File: src/rtl/optiune_recorder.sv
// Record/playback sequencer for user option commands: RECORD captures one option per
// rising edge of validare_in, PLAY replays the captured sequence at a fixed tick rate.
module optiune_recorder #(
    parameter int DATA_SIZE = 3,
    parameter int ADDR_SIZE = 4,
    parameter int TICK_MAX  = 500000,
    parameter int TICK_W    = 19
) (
    input  logic                 clk,
    input  logic                 rst,
    input  logic                 rec_start,
    input  logic                 play_start,
    input  logic                 stop,
    input  logic [DATA_SIZE-1:0] optiune_in,
    input  logic                 validare_in,
    output logic [DATA_SIZE-1:0] optiune_out,
    output logic                 validare_out,
    output logic                 recording,
    output logic                 playing,
    output logic [ADDR_SIZE:0]   count,
    output logic                 full,
    output logic                 done
);
    localparam int                 DEPTH     = 2**ADDR_SIZE;
    localparam logic [ADDR_SIZE:0] C_DEPTH   = (ADDR_SIZE+1)'(DEPTH);
    localparam logic [ADDR_SIZE:0] C_ONE     = (ADDR_SIZE+1)'(1);
    localparam logic [ADDR_SIZE-1:0] C_PINC  = ADDR_SIZE'(1);
    localparam logic [TICK_W-1:0]  C_TLAST   = TICK_W'(TICK_MAX-1);
    localparam logic [TICK_W-1:0]  C_TINC    = TICK_W'(1);

    typedef enum logic [1:0] {S_IDLE, S_REC, S_PLAY} state_t;

    state_t                 r_state, w_state_nxt;
    logic [ADDR_SIZE:0]     w_count_nxt;
    logic [ADDR_SIZE-1:0]   r_wr_ptr, w_wr_ptr_nxt;
    logic [ADDR_SIZE-1:0]   r_rd_ptr, w_rd_ptr_nxt;
    logic [TICK_W-1:0]      r_tick, w_tick_nxt;
    logic                   r_vin_q;
    logic                   w_cap, w_we, w_emit, w_done_nxt;
    logic [DATA_SIZE-1:0]   r_mem [DEPTH];

    assign w_cap = validare_in & ~r_vin_q;

    always_comb begin
        w_state_nxt  = r_state;
        w_count_nxt  = count;
        w_wr_ptr_nxt = r_wr_ptr;
        w_rd_ptr_nxt = r_rd_ptr;
        w_tick_nxt   = r_tick;
        w_we         = 1'b0;
        w_emit       = 1'b0;
        w_done_nxt   = 1'b0;
        unique case (r_state)
            S_IDLE: begin
                if (stop) begin
                    w_state_nxt = S_IDLE;
                end else if (rec_start) begin
                    w_state_nxt  = S_REC;
                    w_count_nxt  = '0;
                    w_wr_ptr_nxt = '0;
                end else if (play_start) begin
                    if (count != '0) begin
                        w_state_nxt  = S_PLAY;
                        w_rd_ptr_nxt = '0;
                        w_tick_nxt   = '0;
                    end else begin
                        w_done_nxt = 1'b1;
                    end
                end
            end
            S_REC: begin
                // a restart drops any capture arriving in the same cycle
                if (stop) begin
                    w_state_nxt = S_IDLE;
                end else if (rec_start) begin
                    w_count_nxt  = '0;
                    w_wr_ptr_nxt = '0;
                end else if (w_cap) begin
                    w_we         = 1'b1;
                    w_wr_ptr_nxt = r_wr_ptr + C_PINC;
                    w_count_nxt  = count + C_ONE;
                    if (count == C_DEPTH - C_ONE) begin
                        w_state_nxt = S_IDLE;
                        w_done_nxt  = 1'b1;
                    end
                end
            end
            S_PLAY: begin
                if (stop) begin
                    w_state_nxt = S_IDLE;
                end else if (r_tick == C_TLAST) begin
                    w_emit       = 1'b1;
                    w_tick_nxt   = '0;
                    w_rd_ptr_nxt = r_rd_ptr + C_PINC;
                    if ({1'b0, r_rd_ptr} == count - C_ONE) begin
                        w_state_nxt = S_IDLE;
                        w_done_nxt  = 1'b1;
                    end
                end else begin
                    w_tick_nxt = r_tick + C_TINC;
                end
            end
            default: w_state_nxt = S_IDLE;
        endcase
    end

    always_ff @(posedge clk or negedge rst) begin
        if (!rst) begin
            r_state      <= S_IDLE;
            count        <= '0;
            r_wr_ptr     <= '0;
            r_rd_ptr     <= '0;
            r_tick       <= '0;
            r_vin_q      <= 1'b0;
            optiune_out  <= '0;
            validare_out <= 1'b0;
            done         <= 1'b0;
            recording    <= 1'b0;
            playing      <= 1'b0;
            full         <= 1'b0;
        end else begin
            r_state      <= w_state_nxt;
            count        <= w_count_nxt;
            r_wr_ptr     <= w_wr_ptr_nxt;
            r_rd_ptr     <= w_rd_ptr_nxt;
            r_tick       <= w_tick_nxt;
            r_vin_q      <= validare_in;
            validare_out <= w_emit;
            done         <= w_done_nxt;
            recording    <= (w_state_nxt == S_REC);
            playing      <= (w_state_nxt == S_PLAY);
            full         <= (w_count_nxt == C_DEPTH);
            if (w_emit) optiune_out <= r_mem[r_rd_ptr];
        end
    end

    // buffer storage carries no reset; contents are meaningless until recorded
    always_ff @(posedge clk) begin
        if (w_we) r_mem[r_wr_ptr] <= optiune_in;
    end

endmodule

File: config.mk
export PLATFORM = sky130hd
export DESIGN_NAME = optiune_recorder
export DESIGN_NICKNAME = d
export VERILOG_FILES = /design/src/rtl/optiune_recorder.sv
export SDC_FILE = /design/constraint.sdc
export NUM_CORES = 1
export LEC_CHECK = 0
export ABC_AREA = 1
export BUFFER_PORTS_ARGS = -buffer_cell sky130_fd_sc_hd__buf_2
export CAP_MARGIN = 20
export CORE_MARGIN = 2
export CORE_UTILIZATION = 62
export DETAILED_ROUTE_END_ITERATION = 7
export GPL_TIMING_DRIVEN = 0
export PLACE_DENSITY = 0.83
export SYNTH_ARGS = -nofsm -noshare
export SYNTH_HDL_FRONTEND = slang
export SYNTH_SLANG_ARGS = --single-unit
File: constraint.sdc
create_clock -name clk -period 2.2 [get_ports clk]
set_input_delay 0.11 -clock clk [delete_from_list [all_inputs] [get_ports clk]]
set_output_delay 0.11 -clock clk [all_outputs]
set_load 0.02 [all_outputs]
==> impl_metrics.ini, run 1 <==
[run_status]
status = finished clean

[routing]
vias_per_cell = 5.67
wl_per_cell_um = 15.6
final_antenna_net_count = 0
routed_wl_um = 11000
drt_iter0_markers = 379
vias = 3977
firstDrtPassIters = 5
drc = 0

[finish]
nFillCells = 619
antenna_cells = 0
design_area_um2 = 5300
fin_cells = 701
postLayoutCoreUtil_pct = 69.3
nNetsFinal = 612
drive_gt1_share_pct = 14.5
multi_input_area_um2 = 1990
ff_latch_area_um2 = 2520
area_growth_pct = 10.0

[global_routing]
grt_overflow = 0
grt_max_degree = 44
grt_usage_pct = 27.1
grt_pass1_wl_um = 17600
antenna_found_initial = 0
grt_pass1_vias = 3665

[critical_path]
critPathKind = reg -> reg
r2r_slack_ns = 0.24
startpoint_type = register
cp_max_fo = 7
r2r_start = r_state[1]
crit_chain = inv_2 > nand2_2 > nor2_1 > inv_2 > nor2_4 > nand2_1 > nor2_1
required_ns = 2.25
cp.arrival_ns = 2.01
cp_slowest_cell = dfrtp_1
cp-startpoint = r_state[1]
critPathMaxStageDelay_ns = 0.42
endpoint_kind = register

[power_and_ir_drop]
seqPwrFrac_pct = 55.1
powerDensity_nw_per_um2 = 687
combPwrFrac_pct = 12.7
finalPower_mw = 3.64
leakage_nw = 2.38
clockPowerShare_pct = 32.2
power.internal_mw = 2.58
ir_worst_vdd_mv = 0.425
p_switching_mw = 1.07
swShare_pct = 29.3

[sta]
rsz0062_at_grt = false
setup_viol = 0
fin_crit_sh_pct = 89.2
slew_headroom_pct = 67.0
finalClockSkew_ns = 0.00999
finalHoldViolCount = 0
period_minus_slack_ns = 1.96
worst-slew-pin-transition_ns = 0.495
tns_ns = 0
max_freq_ghz = 0.510
drv_slew = 0

[yosys]
syn-num-nets = 577
async_reset_ff_share_pct = 47.3
ys_types = 37
synthCells = 559
synth.top_cell.area_share_pct = 29.9
synth_warnings = 0
synth_edf_count = 48
synth_area_leaders = edfxtp_1, dfrtp_1, nor2_1, nand2_1, nand3_1
synth.cell_area_um2 = 4820
yosys_register_bits = 91
yosys_most_used_dff = edfxtp_1
ys_seq_area_share_pct = 52.2
yosysTopAreaCell = edfxtp_1
avgSynthCellArea_um2 = 8.62

[clock_tree]
clk_path_buf_depth = 2
cts.clk_slew.worst_paths_ns = 0.10
cts_htree_levels = 3
clock-root-buffer = clkbuf_8
cts_sinks = 91
post_cts_buffers = 0
cts_buffers = 9
cts_tree = done
insertion_delay_ns = 0.36

[floorplan]
dieArea_um2 = 8490
rows = 32
start_util_pct = 63.0
fp.dieH_um = 92.2
coreArea_um2 = 7650
die_w_um = 92.2
num_io_pins = 22

[placement]
port_buffers = 21
hpwl_um = 7840
dp_cells = 682
dpl-instance-area_um2 = 5050
place.gp.congestion = 0.890

[min_path]
hp-start = optiune_in[0]
hold_path.class = in -> reg

[job]
maxCapViolations = 0
[cell families after synthesis]
| logic type | Yosys count | synth area share (%) |
|---|---|---|
| AOI/OAI and AO/OA | 49 | 5.43 |
| xor gates and xnor gates | 10 | 1.82 |
| adders and majority gates | 9 | 2.34 |
| buffers and inverters | 71 | 6.54 |
| DFF | 91 | 52.2 |
| and+or+nand+nor | 329 | 31.6 |
[sequential cells by signal (all words and copies together) (netlist names), 2 cells and up]
register and flops:
r_wr_ptr 4, optiune_out 3, count 5, r_mem 48, r_tick 19, r_rd_ptr 4, r_state 2
[Yosys cell counts, types with 4 or more instances]
library cell	count
nor3_1	5
buf_2	8
nand2_4	4
inv_2	6
nand3_1	52
nand2_2	6
nand4_1	21
edfxtp_1	48
dfrtp_1	43
nor2_1	112
o21ai_0	33
ha_1	9
xor2_1	8
nand2_1	104
a21oi_1	6
o21ai_1	4
inv_1	46
nor2_4	5
nor2_2	7
[per-layer routing]
metal	wire length (um)	global-route usage, %	vias to the layer above
met5	0	0	-
met4	179	8.46	0
met3	909	4.85	17
met2	5090	43.1	192
met1	4780	38.2	1857
li1	-	-	1911
[worst max-delay path, delay by kind of cell (launching register included)]
family | cells | cell delay [ns]
buffers and inverters | 2 | 0.21
flip-flops | 1 | 0.42
AND/OR/NAND/NOR | 5 | 1.01
[area by class of cell]
type / count / area share (%)
Sequential cell: 91 / 47.5
Timing Repair Buffer: 24 / 2.74
Clock buffer: 9 / 2.34
Tap cell: 102 / 2.41
Buffer: 17 / 2.03
Inverter: 54 / 3.92
Clock inverter: 7 / 1.63
Multi-Input combinational cell: 397 / 37.5
[timing repair]
| action | 4_1_cts | 5_1_grt |
|---|---|---|
| endpoints found under the hold margin | 44 | 0 |
| gates resized for setup | 0 | 0 |
| hold buffers | 2 | 0 |
[stage by stage]
stage / setup WS (ns) / hold WS, ns
floorplan: 0.589 / -0.186
global placement: 0.359 / 0.235
detailed placement: 0.289 / 0.233
global route: 0.156 / 0.133
CTS: 0.260 / 0.129
finish: 0.238 / 0.142
[worst paths after layout]
path | depth (start not counted) | to
max | 7 | r_mem[14][0]
min | 1 | r_mem[14][0]
max reg2reg | 7 | r_mem[14][0]
min reg2reg | 2 | optiune_out[1]
max in group asynchronous | 3 | count[3]
min in group asynchronous | 2 | r_tick[1]
[layout by cell type, fill, tap and decap left out, types with 2 or more instances in the layout]
cell / synthesis / final
nor2_1: 112 / 112
nand2_1: 104 / 104
nand3_1: 52 / 52
edfxtp_1: 48 / 48
inv_1: 46 / 46
dfrtp_1: 43 / 43
o21ai_0: 33 / 33
buf_2: 8 / 29
nand4_1: 21 / 21
ha_1: 9 / 9
clkbuf_8: 0 / 9
xor2_1: 8 / 8
nor2_2: 7 / 7
inv_2: 6 / 6
nand2_2: 6 / 6
a21oi_1: 6 / 6
nor2_4: 5 / 5
nor3_1: 5 / 5
nand2_4: 4 / 4
o21ai_1: 4 / 4
buf_6: 3 / 3
clkbuf_1: 3 / 3
buf_4: 3 / 3
nand3b_1: 3 / 3
o21a_1: 2 / 2
xnor2_1: 2 / 2
nor3_2: 2 / 2
inv_4: 2 / 2
nor4_1: 2 / 2
nand3_2: 2 / 2
dlygate4sd3_1: 0 / 2
[power by group through the flow]
stage                     Clock (mW)  Sequential, mW  Combinational, mW
after global routing            1.25            2.02              0.522
after CTS                       1.19            2.00              0.455
after global placement             0            2.03              0.432
after floorplan                    0            2.02              0.317
final                           1.17            2.01              0.462
after detailed placement           0            2.04              0.449
(Power assumes the default switching activity.)
==> inputs of run 2 (changes only) <==
--- a/config.mk
+++ b/config.mk
@@ -12,7 +12,7 @@
 export CORE_UTILIZATION = 62
 export DETAILED_ROUTE_END_ITERATION = 7
 export GPL_TIMING_DRIVEN = 0
-export PLACE_DENSITY = 0.83
+export PLACE_DENSITY_LB_ADDON = 0.2
 export SYNTH_ARGS = -nofsm -noshare
 export SYNTH_HDL_FRONTEND = slang
 export SYNTH_SLANG_ARGS = --single-unit
==> run 2 against run 1 <==
Effect of this change:
- register-to-register slack gained 0.04 ns
- core utilization grew 0.098 points
- wire length grew 1.7%
- critical path type unchanged
==> impl_metrics.ini, run 2 (synthesis results as in run 1) <==
[run_status]
status = finished clean

[floorplan]
dieArea_um2 = 8490
start_util_pct = 63.0
rows = 32
fp.dieH_um = 92.2
die_w_um = 92.2
coreArea_um2 = 7650
num_io_pins = 22

[sta]
drv_slew = 0
max_freq_ghz = 0.521
period_minus_slack_ns = 1.92
setup_viol = 0
fin_crit_sh_pct = 87.2
finalClockSkew_ns = 0.0125
hold_slack_ns = 0.0900
worst-slew-pin-transition_ns = 0.451
finalHoldViolCount = 0
tns_ns = 0
rsz0062_at_grt = false
slew_headroom_pct = 69.9

[critical_path]
r2r_cells = 7
cp.arrival_ns = 1.97
r2r_start = r_state[1]
cp_max_fo = 7
endpoint_kind = register
r2r_end = r_mem[6][2]
required_ns = 2.25
r2r_slack_ns = 0.28
critPathKind = reg -> reg
startpoint_type = register

[global_routing]
grt_pass1_vias = 3710
antenna_found_initial = 0
grt_usage_pct = 28.0
grt_pass1_wl_um = 18200
grt_max_degree = 44
grt_overflow = 0

[clock_tree]
cts_resized = 0
cts_tree = done
cts_htree_levels = 3
cts_sinks = 91
clock-root-buffer = clkbuf_8
clk_path_buf_depth = 2
insertion_delay_ns = 0.37
cts_buffers = 9
cts.clk_slew.worst_paths_ns = 0.10
post_cts_buffers = 0
hold_buffers = 2

[power_and_ir_drop]
combPwrFrac_pct = 12.4
swShare_pct = 30.0
power.internal_mw = 2.59
powerDensity_nw_per_um2 = 695
clockPowerShare_pct = 33.2
seqPwrFrac_pct = 54.4
leakage_nw = 2.38
ir_worst_vdd_mv = 0.401
p_switching_mw = 1.11

[finish]
antenna_cells = 0
design_area_um2 = 5310
area_growth_pct = 10.2
regMostFlops = r_mem
largest_reg_flops = 48
ff_latch_area_um2 = 2520
multi_input_area_um2 = 1990
layout_common_cells = nor2_1, nand2_1, nand3_1, edfxtp_1, inv_1
drive_gt1_share_pct = 14.7
nFillCells = 631
nNetsFinal = 612
mostFrequentLayoutCell = nor2_1
largestRegisters = r_mem x48, r_tick x19, count x5

[placement]
place.gp.congestion = 0.883
hpwl_um = 8050
dpl-instance-area_um2 = 5050
port_buffers = 21

[routing]
drc = 0
wl_per_cell_um = 15.9
vias_per_cell = 5.74
firstDrtPassIters = 5
vias = 4026
drt_iter0_markers = 384
final_antenna_net_count = 0
routed_wl_um = 11100

[job]
maxCapViolations = 0

[min_path]
hold_path.class = in -> async
==> run 2: changes by cell type in the layout (fill, tap and decap cells not counted) <==
cell,change
clkinv_1,-1
inv_8,+1
==> run 2: metal layers <==
layer	part of all wire, %	track usage, %	vias to the layer above
li1	-	-	1919
met1	45	40.4	1918
met2	46	43.5	170
met3	7.2	4.19	19
met4	1.9	10.2	0
met5	0	0	-
==> run 2: metrics by stage <==
step                      setup WS [ns]  utilization, %  power [mW]  std cells
after floorplan                   0.589               -        2.33        559
after global placement            0.337            66.1        2.47        682
after detailed placement          0.305            66.1        2.49        682
after CTS                         0.292            69.2        3.69        700
after global routing              0.103            69.4        3.84        701
final                             0.281            69.4        3.69        701
==> run 2: critical path, stage by stage, from the launching register on <==
cell and delay (ns):
dfrtp_1 0.43, inv_2 0.14, nand2_2 0.10, nor2_1 0.20, inv_2 0.08, nor2_4 0.18
nand2_1 0.20, nor2_1 0.29
==> run 2: worst max path at each step <==
stage	startpoint	to	slack, ns	depth (start not counted)
6_report	r_state[1]	r_mem[6][2]	0.28	7
5_1_grt	r_vin_q	r_mem[13][2]	0.10	9
4_1_cts	r_state[1]	r_mem[6][2]	0.29	7
3_5_place_dp	r_state[1]	r_mem[6][2]	0.31	7
3_3_place_gp	r_state[1]	r_mem[10][2]	0.34	7
2_1_floorplan	count[0]	r_tick[17]	0.59	9
==> run 2: power groups by stage <==
stage	clock network, mW	logic [mW]	registers, mW
floorplan	0	0.317	2.02
global placement	0	0.433	2.04
detailed placement	0	0.448	2.04
CTS	1.24	0.454	2.00
global route	1.31	0.514	2.02
finish	1.23	0.458	2.01
==> run 2: final cells by class <==
class / instances / share of cell area, %
Buffer: 17 / 2.03
Clock buffer: 9 / 2.33
Clock inverter: 7 / 1.77
Inverter: 54 / 3.91
Multi-Input combinational cell: 397 / 37.4
Sequential cell: 91 / 47.4
Tap cell: 102 / 2.40
Timing Repair Buffer: 24 / 2.73
==> inputs of run 3 (changes only) <==
--- a/config.mk
+++ b/config.mk
@@ -8,7 +8,7 @@
 export ABC_AREA = 1
 export BUFFER_PORTS_ARGS = -buffer_cell sky130_fd_sc_hd__buf_2
 export CAP_MARGIN = 20
-export CORE_MARGIN = 2
+export CORE_MARGIN = 5
 export CORE_UTILIZATION = 62
 export DETAILED_ROUTE_END_ITERATION = 7
 export GPL_TIMING_DRIVEN = 0
==> run 3 against run 2 <==
Effect of this change:
- worst setup slack got worse by 0.0059 ns
- sequential share of layout area increased by 0.31 points
- power decreased by 4.1%
- flip-flop and latch count unchanged
- cell area decreased by 0.66%
- hold slack got worse by 0.0074 ns
- largest cell class unchanged
==> impl_metrics.ini, run 3 (synthesis results as in run 1) <==
[min_path]
hold_path.class = in -> async

[critical_path]
cp.arrival_ns = 1.98
critPathMaxStageDelay_ns = 0.42
crit_chain = inv_2 > nand2_2 > nor2_1 > inv_2 > nor2_4 > nand2_1 > nor2_1
cp_max_fo = 7
startpoint_type = register
critical_path_buf_inv_count = 2
crit_family = simple AND/OR/NAND/NOR gates
required_ns = 2.25
endpoint_kind = register
critPathKind = reg -> reg
cp_slowest_cell = dfrtp_1

[finish]
area_growth_pct = 9.45
largest_reg_flops = 48
antenna_cells = 0
regMostFlops = r_mem
nFillCells = 607
drive_gt1_share_pct = 14.5
largestRegisters = r_mem x48, r_tick x19, count x5
nNetsFinal = 612
fin_cells = 701
layout_common_cells = nor2_1, nand2_1, nand3_1, edfxtp_1, inv_1
mostFrequentLayoutCell = nor2_1

[floorplan]
coreArea_um2 = 7650
rows = 32
num_io_pins = 22
die_w_um = 98.2
start_util_pct = 63.0
dieArea_um2 = 9640
fp.dieH_um = 98.2

[power_and_ir_drop]
ir_worst_vdd_mv = 0.378
combPwrFrac_pct = 12.9
leakage_nw = 2.36
p_switching_mw = 1.08
powerDensity_nw_per_um2 = 671
swShare_pct = 30.5
clockPowerShare_pct = 30.4
seqPwrFrac_pct = 56.6
power.internal_mw = 2.46

[sta]
finalHoldViolCount = 0
rsz0062_at_grt = false
fin_crit_sh_pct = 87.5
finalClockSkew_ns = 0.00847
worst-slew-pin-transition_ns = 0.467
slew_headroom_pct = 68.9
tns_ns = 0
period_minus_slack_ns = 1.92
max_freq_ghz = 0.520
setup_viol = 0
drv_slew = 0

[clock_tree]
cts_sinks = 91
cts.clk_slew.worst_paths_ns = 0.10
cts_buffers = 9
insertion_delay_ns = 0.37
clock-root-buffer = clkbuf_8
clk_path_buf_depth = 2
cts_resized = 0
hold_buffers = 2
cts_tree = done
post_cts_buffers = 0
cts_htree_levels = 3

[placement]
place.gp.congestion = 0.977
hpwl_um = 8060
dp_cells = 682
port_buffers = 21

[global_routing]
grt_pass1_vias = 3832
antenna_found_initial = 0
grt_max_degree = 44
grt_usage_pct = 24.1
grt_pass1_wl_um = 18700
grt_overflow = 0

[routing]
wl_per_cell_um = 15.7
firstDrtPassIters = 5
drc = 0
vias = 3981
routed_wl_um = 11000
final_antenna_net_count = 0
vias_per_cell = 5.68
drt_iter0_markers = 363

[run_status]
status = finished clean

[job]
maxCapViolations = 0
==> run 3: cell count changes in the layout (fill, tap and decap cells not counted), sizes merged <==
cell | before | now
bufinv | 1 | 0
inv | 57 | 58
clkinv | 2 | 1
clkinvlp | 1 | 2
==> run 3: worst paths after layout <==
kind / from / end / slack (ns) / cells after the start
min reg2reg: optiune_out[1] / optiune_out[1] / 0.49 / 2
max reg2reg: r_state[1] / r_mem[10][2] / 0.28 / 7
max in group asynchronous: rst / count[0] / 1.68 / 3
max: r_state[1] / r_mem[10][2] / 0.28 / 7
min in group clk: optiune_in[2] / r_mem[11][2] / 0.14 / 1
min: rst / r_tick[4] / 0.08 / 2
==> run 3: per-layer routing <==
layer	global-route usage (%)	routed length (um)	up-vias
met5	0	0	-
met1	35.7	4960	1856
met3	2.71	829	17
met4	8.30	177	0
li1	-	-	1913
met2	37.1	5070	195
==> run 3: area by class of cell <==
| class | count | area (um2) | area share [%] |
|---|---|---|---|
| multi-input cells | 397 | 1990 | 37.7 |
| well taps | 102 | 128 | 2.42 |
| plain buffers | 17 | 108 | 2.04 |
| flip-flops and latches | 91 | 2520 | 47.7 |
| inverters | 54 | 208 | 3.94 |
| clock inverters | 7 | 58.8 | 1.11 |
| clock buffers | 9 | 124 | 2.35 |
| repair buffers | 24 | 145 | 2.75 |
==> run 3: metrics by stage <==
step	util, %	hold slack, ns	setup WS, ns	total power, mW	area (um2)
detailed placement	66.1	0.242	0.290	2.49	5050
global placement	66.1	0.232	0.344	2.47	5050
CTS	68.7	0.129	0.276	3.55	5260
finish	69.0	0.0826	0.275	3.54	5280
global route	69.0	0.0980	0.163	3.71	5280
floorplan	-	-0.186	0.589	2.33	4820
==> run 3: power by group through the flow <==
| stage | Clock, mW | Sequential, mW | Combinational, mW |
|---|---|---|---|
| floorplan | 0 | 2.02 | 0.317 |
| global placement | 0 | 2.04 | 0.432 |
| detailed placement | 0 | 2.04 | 0.448 |
| CTS | 1.10 | 2.00 | 0.452 |
| global route | 1.18 | 2.02 | 0.515 |
| finish | 1.08 | 2.01 | 0.458 |
